### src/rtl/event_buffer_if.sv
// Event handshake bundle: filter-side strobe and readout-side valid/ready.
// master drives events in and accepts them out; slave is the buffer.
interface event_buffer_if;
    logic       in_valid;
    logic [1:0] in_x;
    logic [1:0] in_y;
    logic [1:0] in_p;
    logic [1:0] in_t;
    logic       out_valid;
    logic       out_ready;
    logic [7:0] out_data;

    modport master (
        output in_valid, in_x, in_y, in_p, in_t, out_ready,
        input  out_valid, out_data
    );

    modport slave (
        input  in_valid, in_x, in_y, in_p, in_t, out_ready,
        output out_valid, out_data
    );
endinterface

### src/rtl/event_buffer.sv
// Event FIFO with drop counting, fill level and sticky overflow.
// Optional EVENT_BUF_DEDUP_EN discards repeats of the last accepted word.
module event_buffer #(
    parameter int DEPTH = 4,
    parameter int CNT_W = 8
) (
    input  logic                       clk,
    input  logic                       rst_n,
    event_buffer_if.slave              ev,
    input  logic                       drop_clr,
    output logic [$clog2(DEPTH):0]     level,
    output logic [CNT_W-1:0]           drop_cnt,
    output logic                       overflow
);
    localparam int AW = $clog2(DEPTH);
    localparam int LW = AW + 1;

    logic [7:0]    mem_q [DEPTH];
    logic [7:0]    mem_d [DEPTH];
    logic [AW-1:0] wptr_q, wptr_d;
    logic [AW-1:0] rptr_q, rptr_d;
    logic [LW-1:0] level_q, level_d;
    logic [CNT_W-1:0] drop_cnt_q, drop_cnt_d;
    logic          overflow_q, overflow_d;

    logic [7:0] in_word;
    logic       full;
    logic       pop;
    logic       cand;
    logic       push;
    logic       drop;

    assign in_word = {ev.in_x, ev.in_y, ev.in_p, ev.in_t};
    assign full    = (level_q == LW'(DEPTH));
    assign pop     = ev.out_valid && ev.out_ready;

`ifdef EVENT_BUF_DEDUP_EN
    logic [7:0] last_word_q, last_word_d;
    logic       last_vld_q, last_vld_d;

    // Held filter outputs repeat the previous word; those are not new events
    assign cand = ev.in_valid && !(last_vld_q && (in_word == last_word_q));

    always_comb begin
        last_word_d = last_word_q;
        last_vld_d  = last_vld_q;
        if (push) begin
            last_word_d = in_word;
            last_vld_d  = 1'b1;
        end
    end

    always_ff @(posedge clk) begin
        if (!rst_n) begin
            last_vld_q <= 1'b0;
        end else begin
            last_vld_q <= last_vld_d;
        end
    end

    always_ff @(posedge clk) begin
        last_word_q <= last_word_d;
    end
`else
    assign cand = ev.in_valid;
`endif

    assign push = cand && (!full || pop);
    assign drop = cand && full && !pop;

    always_comb begin
        mem_d  = mem_q;
        wptr_d = wptr_q;
        if (push) begin
            mem_d[wptr_q] = in_word;
            wptr_d        = wptr_q + AW'(1);
        end
    end

    always_comb begin
        rptr_d = rptr_q;
        if (pop) begin
            rptr_d = rptr_q + AW'(1);
        end
    end

    always_comb begin
        level_d = level_q;
        if (push && !pop) begin
            level_d = level_q + LW'(1);
        end else if (pop && !push) begin
            level_d = level_q - LW'(1);
        end
    end

    // A drop in the clearing cycle still counts, so it lands as 1
    always_comb begin
        drop_cnt_d = drop_clr ? '0 : drop_cnt_q;
        overflow_d = drop_clr ? 1'b0 : overflow_q;
        if (drop) begin
            overflow_d = 1'b1;
            if (drop_clr) begin
                drop_cnt_d = CNT_W'(1);
            end else if (drop_cnt_q != '1) begin
                drop_cnt_d = drop_cnt_q + CNT_W'(1);
            end
        end
    end

    always_ff @(posedge clk) begin
        if (!rst_n) begin
            wptr_q     <= '0;
            rptr_q     <= '0;
            level_q    <= '0;
            drop_cnt_q <= '0;
            overflow_q <= 1'b0;
        end else begin
            wptr_q     <= wptr_d;
            rptr_q     <= rptr_d;
            level_q    <= level_d;
            drop_cnt_q <= drop_cnt_d;
            overflow_q <= overflow_d;
        end
    end

    always_ff @(posedge clk) begin
        mem_q <= mem_d;
    end

    assign ev.out_valid = (level_q != '0);
    assign ev.out_data  = mem_q[rptr_q];
    assign level        = level_q;
    assign drop_cnt     = drop_cnt_q;
    assign overflow     = overflow_q;
endmodule
### src/flat_wrapper.sv
// flat-port wrapper written by rule: the top's interface ports become plain ports
module event_buffer_flat 
#(
    parameter int DEPTH = 4,
    parameter int CNT_W = 8
)
  (clk, rst_n, drop_clr, level, drop_cnt, overflow, ev_in_valid, ev_in_x, ev_in_y, ev_in_p, ev_in_t, ev_out_ready, ev_out_valid, ev_out_data);
  event_buffer_if ev_i ();
  input  logic clk;
  input  logic rst_n;
  input  logic drop_clr;
  output logic [$clog2(DEPTH):0] level;
  output logic [CNT_W-1:0] drop_cnt;
  output logic overflow;
  input wire logic [$bits(ev_i.in_valid)-1:0] ev_in_valid;
  input wire logic [$bits(ev_i.in_x)-1:0] ev_in_x;
  input wire logic [$bits(ev_i.in_y)-1:0] ev_in_y;
  input wire logic [$bits(ev_i.in_p)-1:0] ev_in_p;
  input wire logic [$bits(ev_i.in_t)-1:0] ev_in_t;
  input wire logic [$bits(ev_i.out_ready)-1:0] ev_out_ready;
  output wire logic [$bits(ev_i.out_valid)-1:0] ev_out_valid;
  output wire logic [$bits(ev_i.out_data)-1:0] ev_out_data;
  assign ev_i.in_valid = ev_in_valid;
  assign ev_i.in_x = ev_in_x;
  assign ev_i.in_y = ev_in_y;
  assign ev_i.in_p = ev_in_p;
  assign ev_i.in_t = ev_in_t;
  assign ev_i.out_ready = ev_out_ready;
  assign ev_out_valid = ev_i.out_valid;
  assign ev_out_data = ev_i.out_data;
  event_buffer #(.DEPTH(DEPTH), .CNT_W(CNT_W)) u_core (.clk(clk), .rst_n(rst_n), .ev(ev_i), .drop_clr(drop_clr), .level(level), .drop_cnt(drop_cnt), .overflow(overflow));
endmodule
### config.mk
export PLATFORM = sky130hd
export DESIGN_NAME = event_buffer_flat
export DESIGN_NICKNAME = d
export VERILOG_FILES = /design/src/rtl/event_buffer_if.sv /design/src/rtl/event_buffer.sv /design/src/flat_wrapper.sv
export SDC_FILE = /design/constraint.sdc
export NUM_CORES = 1
export LEC_CHECK = 0
export ABC_AREA = 0
export BUFFER_PORTS_ARGS = -buffer_cell sky130_fd_sc_hd__buf_4
export CAP_MARGIN = 20
export CORE_MARGIN = 2
export CORE_UTILIZATION = 55
export CTS_CLUSTER_DIAMETER = 200
export DETAILED_ROUTE_END_ITERATION = 8
export MAX_ROUTING_LAYER = met4
export PLACE_DENSITY = 0.78
export RECOVER_POWER = 100
export SETUP_SLACK_MARGIN = 0.3
export SLEW_MARGIN = 20
export SYNTH_ARGS = -nofsm -noshare
export SYNTH_HDL_FRONTEND = slang
export SYNTH_SLANG_ARGS = --single-unit
### constraint.sdc
create_clock -name clk -period 3.5 [get_ports clk]
set_clock_uncertainty 0.1 [all_clocks]
set_input_delay 0.525 -clock clk [delete_from_list [all_inputs] [get_ports clk]]
set_output_delay 0.525 -clock clk [all_outputs]
set_load 0.05 [all_outputs]
# Yosys cells after proc, flatten, opt, wreduce, memory -nomap -nowiden
# Index checks and enable logic that the tools add are counted.
# totals
in_bits	13
reg_bits	48
wordCells	49
output_inout_bits	21
# classes
reduce_logical	14
n_addsub	5
bitwise_logic	2
magnitude_cmp	3
eq_ne	2
n_mux	14
# ops
op	count
two-way mux 8 bit	7
bitwise mux 32 bit	1
binary-select mux 8 bit (select 2 bit)	1
demux 8 bit (select 2 bit)	1
adder 8 x 1 -> 8 bit (second input constant)	1
inequality test 8 bit (second input constant)	1
logical AND 1 bit	7
greater-or-equal comparator 3 bit (second input constant)	2
two-way mux 3 bit	2
NOT 2 -> 3 bit	2
adder 2 x 1 -> 2 bit (second input constant)	2
nonzero test 2 bit	2
adder 3 x 1 -> 3 bit (second input constant)	1
== test 3 bit (second input constant)	1
zero test 1 bit	3
less-than comparator 3 x 1 -> 1 bit (second input constant)	1
nonzero test 3 bit	1
subtractor 3 x 1 -> 3 bit (second input constant)	1
two-way mux 1 bit	2
logical OR 1 bit	1

# Depth between registers and ports, before layout
# Gate-level depths: netlist (run 1).
# logic_depth
depth_word	8
ltp_mapped	8
depth_no_buf	8

# Worst setup path after synthesis (run 1)
# OpenSTA, ideal clock, no wires.
# synth_path
kind	register to register
startpoint	reg u_core.level_q[0], in the netlist u_core.level[0]
endpoint	reg u_core.level_q[2], in the netlist u_core.level[2]
t_required_ps	3324
period_less_slack_ps	2773
setup_ps	76
arrival_time_ps	2597
setup_slack_ps	727
path_stages_with_launch	9
cell_sequence	dfxtp_1 or3_2 nand2_1 ha_1 inv_1 fa_1 xor2_1 or3_1 a21boi_0
# synth_via
elab_chain_cells	7
elab_cells_between_ends	15
# synth_rtl
element	line_no	text
start, declared	event_buffer.sv:22	logic [LW-1:0] level_q, level_d;
start signal, assigned	event_buffer.sv:120	level_q <= level_d;
nonzero test 3 bit (*)	event_buffer.sv:130	assign ev.out_valid = (level_q != '0);
net ev_out_valid	flat_wrapper.sv:21	output wire logic [$bits(ev_i.out_valid)-1:0] ev_out_valid;
logical AND 1 bit (*)	event_buffer.sv:35	assign pop = ev.out_valid && ev.out_ready;
logical OR 1 bit	event_buffer.sv:68	assign push = cand && (!full || pop);
logical AND 1 bit	event_buffer.sv:68	
zero test 1 bit	event_buffer.sv:91	end else if (pop && !push) begin
logical AND 1 bit	event_buffer.sv:91	
nonzero test 2 bit (no source line)	-	
# The timed path passes the listed nets; every way through them passes the cells marked *. The select of a mux whose other input is x is not followed.
# A chain may end at the register's enable or synchronous reset.

# Worst setup path after layout (run 1)
# layout_path
startpoint	reg u_core.rptr_q[0]
endpoint	out ev_out_data[4]
# layout_via
elab_chain_cells	4
# layout_rtl
element	line_no	text
start, declared	event_buffer.sv:21	logic [AW-1:0] rptr_q, rptr_d;
start signal, assigned	event_buffer.sv:119	rptr_q <= rptr_d;
NOT 2 -> 3 bit (not written as such)	event_buffer.sv:131	assign ev.out_data = mem_q[rptr_q];
binary-select mux 8 bit (select 2 bit)	event_buffer.sv:131	
two-way mux 8 bit (not written as such) (2 in a row)	event_buffer.sv:131	
end, declared	flat_wrapper.sv:22	output wire logic [$bits(ev_i.out_data)-1:0] ev_out_data;
# Every way passes these cells. The select of a mux whose other input is x is not followed.

==> flow_summary.json, run 1 <==
{
  "detail_route.wirelength_um": 3310,
  "grtUsageTotal_pct": 18.8,
  "yosysTopAreaCell": "edfxtp_1",
  "yosys_warnings": 0,
  "synthCells": 135,
  "fin_crit_ps": 2580,
  "rows": 22,
  "cts.root.buffer_cell": "clkbuf_8",
  "cts_hold_buf": 0,
  "ys_seq_area_share_pct": 63.1,
  "netlist_area_sq_um": 2030,
  "gp_congestion": 0.791,
  "netSwitchingPower_uw": 629,
  "finalPower_uw": 1690,
  "p_leak_uw": 0.000781,
  "grt_pass1_vias": 1211,
  "placed_area_sq_um": 2320,
  "area_delta_synth_final_pct": 13.4,
  "die_area_sq_um": 4200,
  "slew_violations": 0,
  "htree_levels": 2,
  "via_per_inst": 5.48,
  "crit_arrival_ps": 1950,
  "die_w_um": 64.8,
  "clock-sinks": 48,
  "max_freq_ghz": 0.388,
  "layout-drive-gt1-share_pct": 13.4,
  "firstDrtPassIters": 4,
  "n_fill_cell": 307,
  "antenna_found_initial": 0,
  "status": "finished clean",
  "wl_met1_um": 1320,
  "avgSynthCellArea_sq_um": 15.1,
  "ant_nets": 0,
  "worstPathRequired_ps": 2870,
  "antenna_cells": 0,
  "nNetsFinal": 191,
  "ys_seq_elements": 48,
  "path_max_fanout": 10,
  "post-cts-setup-buffers": 0,
  "peakVddDrop_mv": 0.617,
  "maxCapViolCount": 0,
  "drt_iter0_drc": 36,
  "drc": 0,
  "finalCritPeriodShare_pct": 73.6,
  "yosysTopAreaCellShare_pct": 47.3,
  "clk_pin_slew_ps": 90,
  "postCtsResizedCells": 0,
  "worst_slew_pin_slew_ps": 769,
  "numPlacedInstances": 212,
  "grt_pass1_wl_um": 5520,
  "syn_nets": 155,
  "cts.path.max_buffers": 2,
  "hold_viol_final": 0,
  "setup_viol": 0,
  "path_class": "reg -> out",
  "portBuffers": 33,
  "cts-buffers-inserted": 5,
  "ys_types": 35,
  "worstSetupStartpointType": "flip-flop",
  "die_y_um": 64.8,
  "post_drt_wl_per_cell_um": 15.0,
  "power_density_nw_per_um2": 732,
  "grt.overflow.total": 0,
  "cts_tree": "done",
  "insertion_delay_ps": 300,
  "min_path_type": "in -> reg",
  "fin_tns_setup_ps": 0,
  "route.met3.wl_um": 138,
  "end_kind": "output port",
  "synthTopCellsByArea": "edfxtp_1, dfxtp_1, mux4_2, ha_1, xnor2_1",
  "grt_max_degree": 17,
  "dr_total_vias": 1206,
  "rsz0062_at_grt": "false",
  "hpwl_um": 2340,
  "start_util_pct": 56.3,
  "dr_wl_met2_um": 1770,
  "combPwrFrac_pct": 32.4,
  "p_int_uw": 1060,
  "seqPwrFrac_pct": 43.6,
  "io_pins": 34,
  "coreArea_sq_um": 3610,
  "relSlewSlack_pct": 48.7,
  "fin_cells": 220,
  "top_layer": "met4",
  "sw_frac_of_total_pct": 37.3,
  "finish.instance_area_sq_um": 2300,
  "power_frac_clock_pct": 24.0
}
-- cell usage in the layout, fill, tap and decap left out, drive strengths merged, types with 5 or more instances in the layout --
cell    instances
edfxtp         32
nand2           5
dfxtp          16
inv             7
mux4            8
and2            5
xnor2           5
a21oi           7
or3             5
nand3           5
clkbuf         34
ha              6
-- Yosys cell counts, drive strengths merged --
library cell	count
edfxtp	32
dfxtp	16
mux4	8
a21oi	7
ha	6
inv	6
and2	5
nand2	5
nand3	5
or3	5
xnor2	5
and3	4
o21ai	4
buf	3
nor2b	3
a21boi	2
o211a	2
o31ai	2
or4	2
clkbuf	1
fa	1
mux2	1
mux2i	1
nand2b	1
nand4	1
nor2	1
nor4	1
nor4b	1
o311ai	1
or2b	1
or4b	1
xor2	1
-- routing by layer --
metal / GRT usage [%] / vias to the layer above
met4: 8.78 / 0
met1: 19.6 / 584
met3: 4.69 / 6
met5: - / -
met2: 33.1 / 31
li1: - / 585
-- cell families after synthesis --
logic type | after synthesis | synth area share (%)
fa+ha+maj | 7 | 4.68
mux | 10 | 9.91
simple gates | 36 | 11.5
xor+xnor | 6 | 2.59
flops | 48 | 63.1
compound gates | 18 | 5.97
buf+inv | 10 | 2.28
-- flip-flops by register name, summed over array words and instances, names as in the netlist --
register,cells
u_core.mem_q,32
u_core.level,3
u_core.rptr_q,2
u_core.overflow,1
u_core.wptr_q,2
u_core.drop_cnt,8
-- layout make-up --
cell class                      instances  area [sq um]  area share (%)
Sequential cell                        48          1280            55.6
Clock buffer                            5          68.8            2.99
Tap cell                               48          60.1            2.61
Timing Repair Buffer                   33           139            6.03
Multi-Input combinational cell         77           686            29.8
Clock inverter                          3          46.3            2.01
Inverter                                6          22.5           0.978
-- critical path, cell delays in order, from the launching register on --
cell and delay, ps:
dfxtp_1 740, mux4_2 590, clkbuf_1 310
-- path summary, 6_finish.rpt --
check,start,end,slack [ps],cells past startpoint
max,u_core.rptr_q[0]$_SDFFE_PN0N_,ev_out_data[4],920,2
max reg2reg,u_core.level[0]$_SDFFE_PN0P_,u_core.level[2]$_SDFFE_PN0P_,1010,8
min,ev_in_x[1],u_core.mem_q[15]$_DFFE_PP_,380,1
min reg2reg,u_core.overflow$_SDFFE_PN0P_,u_core.overflow$_SDFFE_PN0P_,390,2
-- through the flow --
stage	hold WS [ps]	util, %	setup WS [ps]
after floorplan	520	-	727
after global placement	369	64.2	1130
after detailed placement	379	64.2	983
after CTS	310	67.4	957
after global routing	372	63.9	785
final	376	63.9	924
-- power groups by stage --
stage	clock (uW)	sequential [uW]	combinational (uW)
2_1_floorplan	0	771	440
3_3_place_gp	0	753	608
3_5_place_dp	0	759	618
4_1_cts	413	746	622
5_1_grt	435	748	581
6_report	405	735	547
(Power assumes the default switching activity.)
==> run 2, diff against run 1 <==
==> constraint.sdc (replaced) <==
create_clock -name clk -period 2.6 [get_ports clk]
set_clock_uncertainty 0.1 [all_clocks]
set_input_delay 0.39 -clock clk [delete_from_list [all_inputs] [get_ports clk]]
set_output_delay 0.39 -clock clk [all_outputs]
set_load 0.05 [all_outputs]
==> flow_summary.json, run 2 (synthesis results as in run 1) <==
{
  "coreArea_sq_um": 3610,
  "die_y_um": 64.8,
  "dr_total_vias": 1234,
  "die_w_um": 64.8,
  "gp_congestion": 0.745,
  "hpwl_um": 2600,
  "worst_slew_pin_slew_ps": 745,
  "insertion_delay_ps": 290,
  "peakVddDrop_mv": 0.646,
  "final_core_util_pct": 64.9,
  "finalCritPeriodShare_pct": 88.9,
  "die_area_sq_um": 4200,
  "p_leak_uw": 0.000820,
  "max_freq_ghz": 0.433,
  "dp_slack_ps": 244,
  "ant_nets": 0,
  "power_density_nw_per_um2": 954,
  "hold_viol_final": 0,
  "via_per_inst": 5.53,
  "final_common_cell": "edfxtp_1",
  "grt.overflow.total": 0,
  "rsz0062_at_grt": "false",
  "cts_tree": "done",
  "final_cell_mix": "edfxtp_1, clkbuf_1, dfxtp_1",
  "end_kind": "flip-flop",
  "layout-drive-gt1-share_pct": 20.6,
  "crit_arrival_ps": 2430,
  "worstSetupStartpointType": "flip-flop",
  "grtUsageTotal_pct": 19.4,
  "clk_pin_slew_ps": 80,
  "antenna_found_initial": 0,
  "setup_viol": 0,
  "status": "finished clean",
  "path_class": "reg -> reg",
  "nNetsFinal": 194,
  "clock-sinks": 48,
  "finalWorstSetupSlack_ps": 289,
  "cts_hold_buf": 0,
  "worst_hold_slack_ps": 252,
  "slew_violations": 0,
  "grt_max_degree": 15,
  "fin_tns_setup_ps": 0,
  "min_path_type": "in -> reg",
  "firstDrtPassIters": 4,
  "portBuffers": 33,
  "worstPathRequired_ps": 2720,
  "finalPower_uw": 2230,
  "n_fill_cell": 306,
  "area_delta_synth_final_pct": 15.1,
  "grt_pass1_vias": 1268,
  "cts.path.max_buffers": 2,
  "htree_levels": 2,
  "detail_route.wirelength_um": 3440,
  "grt_pass1_wl_um": 5800,
  "start_util_pct": 56.3,
  "fin_crit_ps": 2310,
  "post_drt_wl_per_cell_um": 15.4,
  "drt_iter0_drc": 65,
  "largest_reg_flops": 32,
  "antenna_cells": 0,
  "rows": 22,
  "cts-buffers-inserted": 5,
  "drc": 0,
  "cts.root.buffer_cell": "clkbuf_8",
  "path_max_fanout": 4,
  "relSlewSlack_pct": 50.2,
  "top_register": "u_core.mem_q",
  "maxCapViolCount": 0,
  "io_pins": 34
}
run 2: cell count changes in the layout (fill, tap and decap cells not counted), sizes merged:
cell and delta:
clkinv +3, clkinvlp -1, buf +3, bufinv -1, inv -1
run 2: final timing paths:
check / start / end / slack (ps) / cells past startpoint
setup reg to reg: u_core.level[0]$_SDFFE_PN0P_ / u_core.level[2]$_SDFFE_PN0P_ / 290 / 8
setup / recovery: u_core.level[0]$_SDFFE_PN0P_ / u_core.level[2]$_SDFFE_PN0P_ / 290 / 8
hold reg to reg: u_core.overflow$_SDFFE_PN0P_ / u_core.overflow$_SDFFE_PN0P_ / 390 / 2
hold / removal: ev_in_y[0] / u_core.mem_q[12]$_DFFE_PP_ / 250 / 1
run 2: where the power goes:
part | leakage (uW) | switching (uW) | total (uW) | internal [uW]
clock | 0.0000453 | 223 | 406 | 182
combinational | 0.000350 | 536 | 834 | 298
sequential | 0.000425 | 91.9 | 991 | 899
run 2: cell type report:
| cell class | count | area (sq um) | area share (%) |
|---|---|---|---|
| inverters | 6 | 22.5 | 0.963 |
| repair buffers | 36 | 170 | 7.28 |
| multi-input cells | 77 | 719 | 30.8 |
| well taps | 48 | 60.1 | 2.57 |
| flip-flops and latches | 48 | 1280 | 54.9 |
| clock inverters | 3 | 13.8 | 0.589 |
| clock buffers | 5 | 68.8 | 2.94 |
run 2: timing repair:
item	4_1_cts	5_1_grt
setup buffers	0	2
endpoints found under the hold margin	0	0
gates resized for setup	1	1
pin swaps	0	1
setup endpoints to repair	5	1
run 2: metal layers:
metal / wire length, um / part of all wire, % / track usage [%]
met5: 0 / 0 / -
met4: 15 / 0.44 / 7.98
met3: 159 / 4.6 / 5.21
met2: 1880 / 55 / 34.0
met1: 1390 / 40 / 20.7
run 2: per-stage QoR:
step / instance area [sq um] / std cells
2_1_floorplan: 2060 / 135
3_3_place_gp: 2350 / 213
3_5_place_dp: 2350 / 213
4_1_cts: 2440 / 221
5_1_grt: 2340 / 223
6_report: 2340 / 223
run 2: critical path: stages, from the launching register on:
cell	delay, ps
dfxtp_1	360
or3_1	460
nand2_4	110
ha_4	130
inv_1	50
fa_1	390
xor2_1	170
or3_1	330
a21boi_1	140
